--- src/rtl/pipe_stage_ctrl.sv ---
// pipe_stage_ctrl: valid/enable sequencer for a STAGES-deep decode pipe with hold and flush recovery.
// Defining PIPE_CTRL_PERF_EN builds the saturating stall_cycles counter; otherwise it reads 0.
module pipe_stage_ctrl #(
   parameter int STAGES       = 4,
   parameter int FLUSH_CYCLES = 2,
   parameter int CNT_W        = 32
) (
   input  logic                         clk,
   input  logic                         reset,
   input  logic                         in_valid,
   output logic                         in_ready,
   output logic                         out_valid,
   input  logic                         out_ready,
   input  logic                         hold,
   input  logic                         flush,
   output logic [STAGES-1:0]            stage_en,
   output logic [STAGES-1:0]            stage_valid,
   output logic                         pipe_clr,
   output logic [$clog2(STAGES+1)-1:0]  occupancy,
   output logic [CNT_W-1:0]             stall_cycles
);
   localparam int OW = $clog2(STAGES+1);
   localparam int FW = FLUSH_CYCLES > 1 ? $clog2(FLUSH_CYCLES) : 1;
   typedef enum logic {RUN, FLUSH} state_t;
   state_t            state_q;
   logic [FW-1:0]     fcnt_q;
   logic [STAGES-1:0] v_q, v_d, chain;
   logic              act, c;
   // A stage may advance when it or any stage downstream of it has room.
   always_comb begin
      act = (state_q == RUN) & ~hold & ~flush;
      c = out_ready;
      chain = '0;
      for (int i = STAGES-1; i >= 0; i--) begin
         c = c | ~v_q[i];
         chain[i] = c;
      end
      stage_en = act ? chain : '0;
      v_d[0] = stage_en[0] ? in_valid : v_q[0];
      for (int i = 1; i < STAGES; i++) v_d[i] = stage_en[i] ? v_q[i-1] : v_q[i];
      occupancy = '0;
      for (int i = 0; i < STAGES; i++) occupancy = occupancy + OW'(v_q[i]);
   end
   assign in_ready    = stage_en[0];
   assign out_valid   = act & v_q[STAGES-1];
   assign pipe_clr    = (state_q == FLUSH);
   assign stage_valid = v_q;
   always_ff @(posedge clk or negedge reset) begin
      if (!reset) begin
         state_q <= RUN;
         fcnt_q  <= '0;
         v_q     <= '0;
      end else if (state_q == FLUSH) begin
         if (fcnt_q == '0) state_q <= RUN;
         else fcnt_q <= fcnt_q - 1'b1;
      end else begin
         v_q <= flush ? '0 : v_d;
         if (flush) begin
            state_q <= FLUSH;
            fcnt_q  <= FW'(FLUSH_CYCLES-1);
         end
      end
   end
`ifdef PIPE_CTRL_PERF_EN
   logic [CNT_W-1:0] stall_q;
   always_ff @(posedge clk or negedge reset) begin
      if (!reset) stall_q <= '0;
      else if ((state_q == RUN) & ~hold & v_q[STAGES-1] & ~out_ready & ~&stall_q) stall_q <= stall_q + 1'b1;
   end
   assign stall_cycles = stall_q;
`else
   assign stall_cycles = '0;
`endif
endmodule
--- config.mk ---
export PLATFORM = sky130hd
export DESIGN_NAME = pipe_stage_ctrl
export DESIGN_NICKNAME = d
export VERILOG_FILES = /design/src/rtl/pipe_stage_ctrl.sv
export SDC_FILE = /design/constraint.sdc
export NUM_CORES = 1
export LEC_CHECK = 0
export BUFFER_PORTS_ARGS = -buffer_cell sky130_fd_sc_hd__buf_2
export CORE_AREA = 4 4 45 47
export DETAILED_ROUTE_END_ITERATION = 8
export DIE_AREA = 0 0 49 51
export PLACE_DENSITY = 0.8
export SLEW_MARGIN = 10
export SYNTH_ARGS = -nofsm -noshare
export SYNTH_HDL_FRONTEND = slang
export SYNTH_SLANG_ARGS = --single-unit
--- constraint.sdc ---
create_clock -name clk -period 3.7 [get_ports clk]
set_clock_uncertainty 0.2 [all_clocks]
set_input_delay 0.185 -clock clk [delete_from_list [all_inputs] [get_ports clk]]
set_output_delay 0.185 -clock clk [all_outputs]
set_load 0.03 [all_outputs]
Word level (Yosys, flattened, before mapping)
Index checks and enable logic that the tools add are counted.
{ "classes": {"bitwise": 14, "n_addsub": 4, "multipliers": 0, "eq_ne": 0, "n_mux": 12, "reduce_logical": 9, "n_shift": 0, "order_cmp": 0, "div_mod_pow": 0} }
{ "op_table": {"columns": ["operator", "n"], "rows": [
  ["2-to-1 mux 1 bit", 10],
  ["nonzero test 2 bit", 5],
  ["2-to-1 mux 4 bit", 2],
  ["AND reduction 2 bit", 4],
  ["NOT 1 bit", 7],
  ["bitwise OR 1 bit", 4],
  ["adder 2 x 1 -> 3 bit", 1],
  ["adder 3 x 1 -> 3 bit", 1],
  ["bitwise AND 1 bit", 3],
  ["adder 1 x 1 -> 2 bit", 1],
  ["subtractor 1 bit (second input constant)", 1]
]} }
{ "word_totals": {"word_cells": 45, "in_bits": 6, "ram_bits": 0, "reg_bits": 6, "output_inout_bits": 46, "mem_bits_ro": 0, "mem_count": 0, "latch_bits": 0} }

Logic depth before layout (Yosys ltp)
Gate-level depths: netlist (run 1).
{ "depth": {"depth_word": 8, "depth_mapped": 5, "ltp_nobuf": 5} }

Least setup slack after synthesis (run 1)
OpenSTA, ideal clock, no wires.
{ "synth_timing": {"path_kind": "reg-to-output", "start": "register state_q (netlist: pipe_clr)", "end": "output stage_en[0]", "path_stages_with_launch": 4, "arrival_ns": 1.885, "required_time_ns": 3.315, "setup_slack_ns": 1.430, "cell_sequence": "dfrtp_1 or3_4 a41oi_1 buf_4"} }
{ "synth_between": {"elab_chain_len": 4} }
{ "synth_rtl": {"columns": ["element", "line", "source"], "rows": [
  ["start: declaration", "25", "state_t state_q;"],
  ["start signal: assignment", "50", "state_q <= RUN;"],
  ["start signal: assignment", "54", "if (fcnt_q == '0) state_q <= RUN;"],
  ["start signal: assignment", "59", "state_q <= FLUSH;"],
  ["NOT 1 bit (no source line)", null, null],
  ["bitwise AND 1 bit (2 in series)", "31", "act = (state_q == RUN) & ~hold & ~flush;"],
  ["2-to-1 mux 4 bit", "38", "stage_en = act ? chain : '0;"],
  ["end: declaration", "16", "output logic [STAGES-1:0] stage_en,"]
]} }
Every way passes these cells.

Worst setup path after layout (run 1)
{ "layout_timing": {"start": "register v_q[1] (netlist: stage_valid[1])", "end": "output occupancy[1]"} }
{ "layout_between": {"elab_chain_len": 3} }
{ "layout_rtl": {"columns": ["element", "line", "source"], "rows": [
  ["start: declaration", "27", "logic [STAGES-1:0] v_q, v_d, chain;"],
  ["start signal: assignment", "57", "v_q <= flush ? '0 : v_d;"],
  ["adder 1 x 1 -> 2 bit", "42", "for (int i = 0; i < STAGES; i++) occupancy = occupancy + OW'(v_q[i]);"],
  ["adder 2 x 1 -> 3 bit", "42", null],
  ["adder 3 x 1 -> 3 bit", "42", null],
  ["end: declaration", "19", "output logic [$clog2(STAGES+1)-1:0] occupancy,"]
]} }
Every way passes these cells.

==> flow_summary.toml, run 1 <==
[clocking]
clkTransAtPathRegs_ns = 0.05
cts.sinks = 6
numCtsBuffers = 3
cts_tree = "done"
cts.path.max_buffers = 2
htree_levels = 1
cts_resized = 0
insertion_delay_ns = 0.24
cts_root_buffer = "clkbuf_4"

[worst_setup_path]
rr_worst_depth = 3
crit_chain = "inv_1 -> fa_1 -> inv_1 -> ha_1 -> ha_1 -> buf_2"
worstSetupPathType = "flop to primary output"
critPathMaxStageDelay_ns = 0.50
cp.arrival_ns = 1.99
startpoint_type = "flop"
worst-path-max-fanout = 6
cp-end-kind = "primary output"
cp_slowest_cell = "fa_1"
worstPathRequired_ns = 3.31

[power]
clockPowerShare = 0.175
leakagePower_nw = 0.395
ir_drop_mv = 0.184
pwr-share-comb = 0.525
seqPwrFrac = 0.300
internal_power_uw = 165
power_uw = 348
swShare = 0.526
cellPowerDensity_nw_per_um2 = 532
power_switching_uw = 183

[floorplanning]
start_util = 0.380
num_rows = 15
die_h_um = 51
die_w_um = 49
io_pins = 52
core_area_um2 = 1650
die_area_um2 = 2500

[route]
dr.pass1.iters = 3
drtIter0Drc = 5
totalWireLength_um = 1130
route.vias.total = 450
met3_length_um = 119
ant_nets = 0
drc = 0
wl_met2_um = 640
via_per_inst = 4.09
m1WireLength_um = 369
wire_per_inst_um = 10.3
routed.top_layer = "met3"

[synth]
synth.distinct_cells = 21
synthArstFlopShare = 1.00
yosysSeqAreaShare = 0.240
synthCells = 71
synth.top_cell.area_share = 0.395
synth.avg_cell_area_um2 = 8.83
ys_seq_elements = 6
synth_flop_cell = "dfrtp_1"
synth_most_common_cell = "buf_4"
synthesis.area_um2 = 627
synth_edf_count = 0
yosys.area.top_type = "buf_4"
synthTopCellsByCount = "33 x buf_4, 6 x dfrtp_1, 6 x inv_1, 4 x nor2_1, 3 x nand2_1"
yosys_warnings = 0
synth.area.top_cells = "buf_4 40%, dfrtp_1 24%, ha_1 4.0%"

[placement]
placed_cell_area_um2 = 612
place_congestion = 0.705
dpl.cell_count = 105
port_buffers = 19
hpwl_um = 1000
pre_cts_slack_ns = 1.57

[sta]
rsz0062_at_grt = "false"
max_freq_mhz = 422
hold_ws_ns = 0.0301
finalSetupViolCount = 0
setup_tns_ns = 0
hold_viol = 0
worst_slack_ns = 1.33
post-route-period-util = 0.641
fin_crit_ns = 2.37
drv_slew = 0

[finish]
finalCoreUtilization = 0.396
num_antenna_cells = 0
drive_above_1_share = 0.301
final_cell_count_no_fill = 110
nNetsFinal = 104
syn2layout_area_growth_pct = 4.39
finalInstanceArea_um2 = 654

[grt]
grt_pass1_vias = 375
grt_max_degree = 9
globalRoute.totalOverflow = 0
antenna_found_initial = 0
grt_pass1_wl_um = 1680
grtUsageTotal = 0.0872

[run]
drv_cap = 0

[run_status]
outcome = "complete, no violations"

[min_path]
hold_depth = 3
hold_class = "primary input to flop"
[critical path, delay by kind of cell (launching register included)]
family,cells,cell delay [ns]
buf+inv,3,0.35
flops,1,0.46
fa+ha+maj,3,0.93
[metal layers]
metal / vias to the layer above / global-route usage
met5: - / 0
met4: 0 / 0.0404
met3: 0 / 0.0350
met2: 27 / 0.159
met1: 213 / 0.0857
li1: 210 / -
[timing repair]
action / 4_1_cts / 5_1_grt
setup endpoints to repair: 0 / 0
hold buffers: 2 / 0
hold endpoints to repair: 7 / 0
setup buffers: 0 / 0
[logic make-up after synthesis]
kind of cell,Yosys count,share of synthesized area
buffers and inverters,39,0.431
and+or+nand+nor,12,0.102
AOI/OAI and AO/OA,10,0.150
DFF,6,0.240
adders and majority gates,3,0.0719
other,1,0.00598
[power by group through the flow]
stage | logic, mW | registers, mW | clock network, mW
floorplan | 0.152 | 0.124 | 0
global route | 0.196 | 0.109 | 0.0673
CTS | 0.184 | 0.104 | 0.0625
detailed placement | 0.182 | 0.105 | 0
finish | 0.183 | 0.105 | 0.0609
global placement | 0.178 | 0.104 | 0
[cell type report]
cell class,count,area (um^2)
repair buffers,21,115
fillers,178,997
flip-flops and latches,6,150
well taps,17,21.3
clock buffers,3,22.5
inverters,6,22.5
multi-input cells,57,323
[path summary, 6_finish.rpt]
check	startpoint	end	slack, ns
max in group asynchronous	reset	stage_valid[3]	3.07
worst max-delay path	stage_valid[1]	occupancy[1]	1.33
worst min register to register	fcnt_q	pipe_clr	0.29
min in group asynchronous	reset	stage_valid[0]	0.09
worst max register to register	stage_valid[2]	stage_valid[0]	2.10
worst min-delay path	flush	fcnt_q	0.03
[sequential cells by signal, summed over array words and instances (netlist names)]
name and flops:
fcnt_q 1, stage_valid 4, pipe_clr 1
[cells in the final DEF, fill, tap and decap left out]
master,instances
a22o_2,2
nor2b_1,1
a31oi_4,1
ha_1,2
conb_1,32
fa_1,1
a221o_1,1
a32o_1,1
a41oi_1,1
a21oi_2,1
dlygate4sd3_1,2
o21ai_0,2
nor3_1,1
inv_1,6
a21oi_1,1
buf_2,19
nand2_1,3
clkbuf_4,3
or3_4,1
dfrtp_1,6
nor2b_2,1
nor2_1,4
nand2b_1,1
(Power assumes the default switching activity.)
==> run 2: changes to the inputs <==
CORE_AREA = 4 4 48 50   (was 4 4 45 47)
DIE_AREA = 0 0 52 54   (was 0 0 49 51)
PLACE_DENSITY = 0.73   (was 0.8)
clock period = 2 ns   (was 3.7 ns; I/O delays follow)
==> run 2 against run 1 <==
The run now ends with setup timing left. Clock power is 110% higher. Cell area rose by 17%. Sequential cell count is the same. Utilization up 0.71 points. Total power grew 110%. Sequential power grew 81%. Non-clock buffer count up 5. Critical path depth is the same. Clock-buffer cell count up 1. Combinational power grew 120%. Via count grew 6.9%.
==> flow_summary.toml, run 2 (synthesis results as in run 1) <==
[run_status]
outcome = "finished with violations"
failed_checks = "setup timing"

[power]
swShare = 0.504
clockPowerShare = 0.181
cellPowerDensity_nw_per_um2 = 934
pwr-share-comb = 0.554
internal_power_uw = 355
seqPwrFrac = 0.265
power_switching_uw = 361
power_uw = 716
ir_drop_mv = 0.489
leakagePower_nw = 0.415

[floorplanning]
start_util = 0.330
die_area_um2 = 2810
num_rows = 16
io_pins = 52
die_h_um = 54
die_w_um = 52
core_area_um2 = 1900

[route]
drc = 0
wire_per_inst_um = 9.48
drtIter0Drc = 17
totalWireLength_um = 1200
ant_nets = 0
via_per_inst = 3.82
dr.pass1.iters = 4
route.vias.total = 481

[sta]
max_freq_mhz = 483
finalSetupViolCount = 1
post-route-period-util = 1.03
hold_viol = 0
worst_slack_ns = -0.0685
fin_crit_ns = 2.07
rsz0062_at_grt = "true"
drv_slew = 0

[placement]
place_congestion = 0.758
dpl.cell_count = 117
port_buffers = 19
hpwl_um = 963

[finish]
syn2layout_area_growth_pct = 22.4
nNetsFinal = 109
drive_above_1_share = 0.384
final_cell_count_no_fill = 126
largest_reg_flops = 4
num_antenna_cells = 0
final_cell_mix = "32 x conb_1, 16 x buf_2"
final_common_cell = "conb_1"

[worst_setup_path]
cp-end-kind = "primary output"
worst-path-max-fanout = 2
cp.arrival_ns = 1.77
worstPathRequired_ns = 1.70
worstSetupPathType = "flop to primary output"
startpoint_type = "flop"

[grt]
top_usage_layer = "met2"
use_met1 = 0.117
globalRoute.totalOverflow = 0
met3_usage = 0.0526
antenna_found_initial = 0
grt_util_met2 = 0.126
grt_max_degree = 9
grtUsageTotal = 0.0921
grt_pass1_wl_um = 1840
grt_pass1_vias = 417

[clocking]
cts_root_buffer = "clkbuf_4"
cts_tree = "done"
insertion_delay_ns = 0.26
cts.path.max_buffers = 2
numCtsBuffers = 3
cts.sinks = 6
clkTransAtPathRegs_ns = 0.05
htree_levels = 1

[run]
drv_cap = 0

[min_path]
hold_class = "primary input to flop"
-- run 2: cell types whose count changed in the layout (fill, tap and decap cells not counted) --
cell and change:
inv_2 +2, dfrtp_1 -2, inv_1 -2, buf_4 +3, a41oi_1 -1, clkbuf_1 +1
dfrtp_2 +2, dlygate4sd3_1 +2, buf_6 +3, a41oi_2 +1, ha_1 -2, buf_2 -3
ha_4 +2
-- run 2: repair_timing --
item,in CTS,in global routing
endpoints found under the setup margin,2,3
hold buffers,3,1
gates cloned,0,0
gates resized for setup,7,3
setup buffers,0,1
endpoints found under the hold margin,9,3
-- run 2: path summary, 6_finish.rpt --
kind                             endpoint  cells after the start            from  slack (ns)
hold reg to reg                  pipe_clr                      2          fcnt_q        0.28
hold / removal             stage_valid[3]                      4            hold        0.03
setup reg to reg           stage_valid[0]                      3  stage_valid[2]        0.36
min in group asynchronous  stage_valid[2]                      3           reset        0.54
setup / recovery             occupancy[1]                      6  stage_valid[0]       -0.07
max in group asynchronous  stage_valid[3]                      3           reset        0.90
-- run 2: critical path, cell delays in order, from the launching register on --
cell	delay [ns]
dfrtp_2	0.36
inv_2	0.04
fa_1	0.52
inv_1	0.06
ha_4	0.16
ha_4	0.25
buf_6	0.12
-- run 2: through the flow --
| stage | setup WS, ns | area (um^2) | hold WS [ns] | utilization | TNS [ns] |
|---|---|---|---|---|---|
| 2_1_floorplan | 0.0518 | 766 | -0.396 | - | 0 |
| 6_report | -0.0685 | 767 | 0.0311 | 0.403 | -0.0685 |
| 3_5_place_dp | 0.0994 | 662 | -0.266 | 0.348 | 0 |
| 5_1_grt | -0.143 | 767 | 0.0582 | 0.403 | -0.184 |
| 4_1_cts | -0.0947 | 736 | 0.000955 | 0.387 | -0.0947 |
| 3_3_place_gp | 0.105 | 662 | -0.264 | 0.348 | 0 |
-- run 2: cell type report --
cell class,count,area [um^2]
repair buffers,26,176
inverters,6,22.5
clock buffers,4,26.3
fillers,199,1130
multi-input cells,57,355
well taps,27,33.8
flip-flops and latches,6,153
-- run 2: power groups by stage --
| stage | registers [mW] | logic, mW | clock network [mW] |
|---|---|---|---|
| 2_1_floorplan | 0.233 | 0.284 | 0 |
| 3_3_place_gp | 0.187 | 0.356 | 0 |
| 3_5_place_dp | 0.189 | 0.359 | 0 |
| 4_1_cts | 0.188 | 0.374 | 0.135 |
| 5_1_grt | 0.197 | 0.432 | 0.143 |
| 6_report | 0.190 | 0.397 | 0.129 |
-- run 2: layer usage --
layer	share of wire	wire length (um)
met1	0.40	478
met3	0.19	228
met2	0.40	476
met5	0	0
met4	0.0092	11
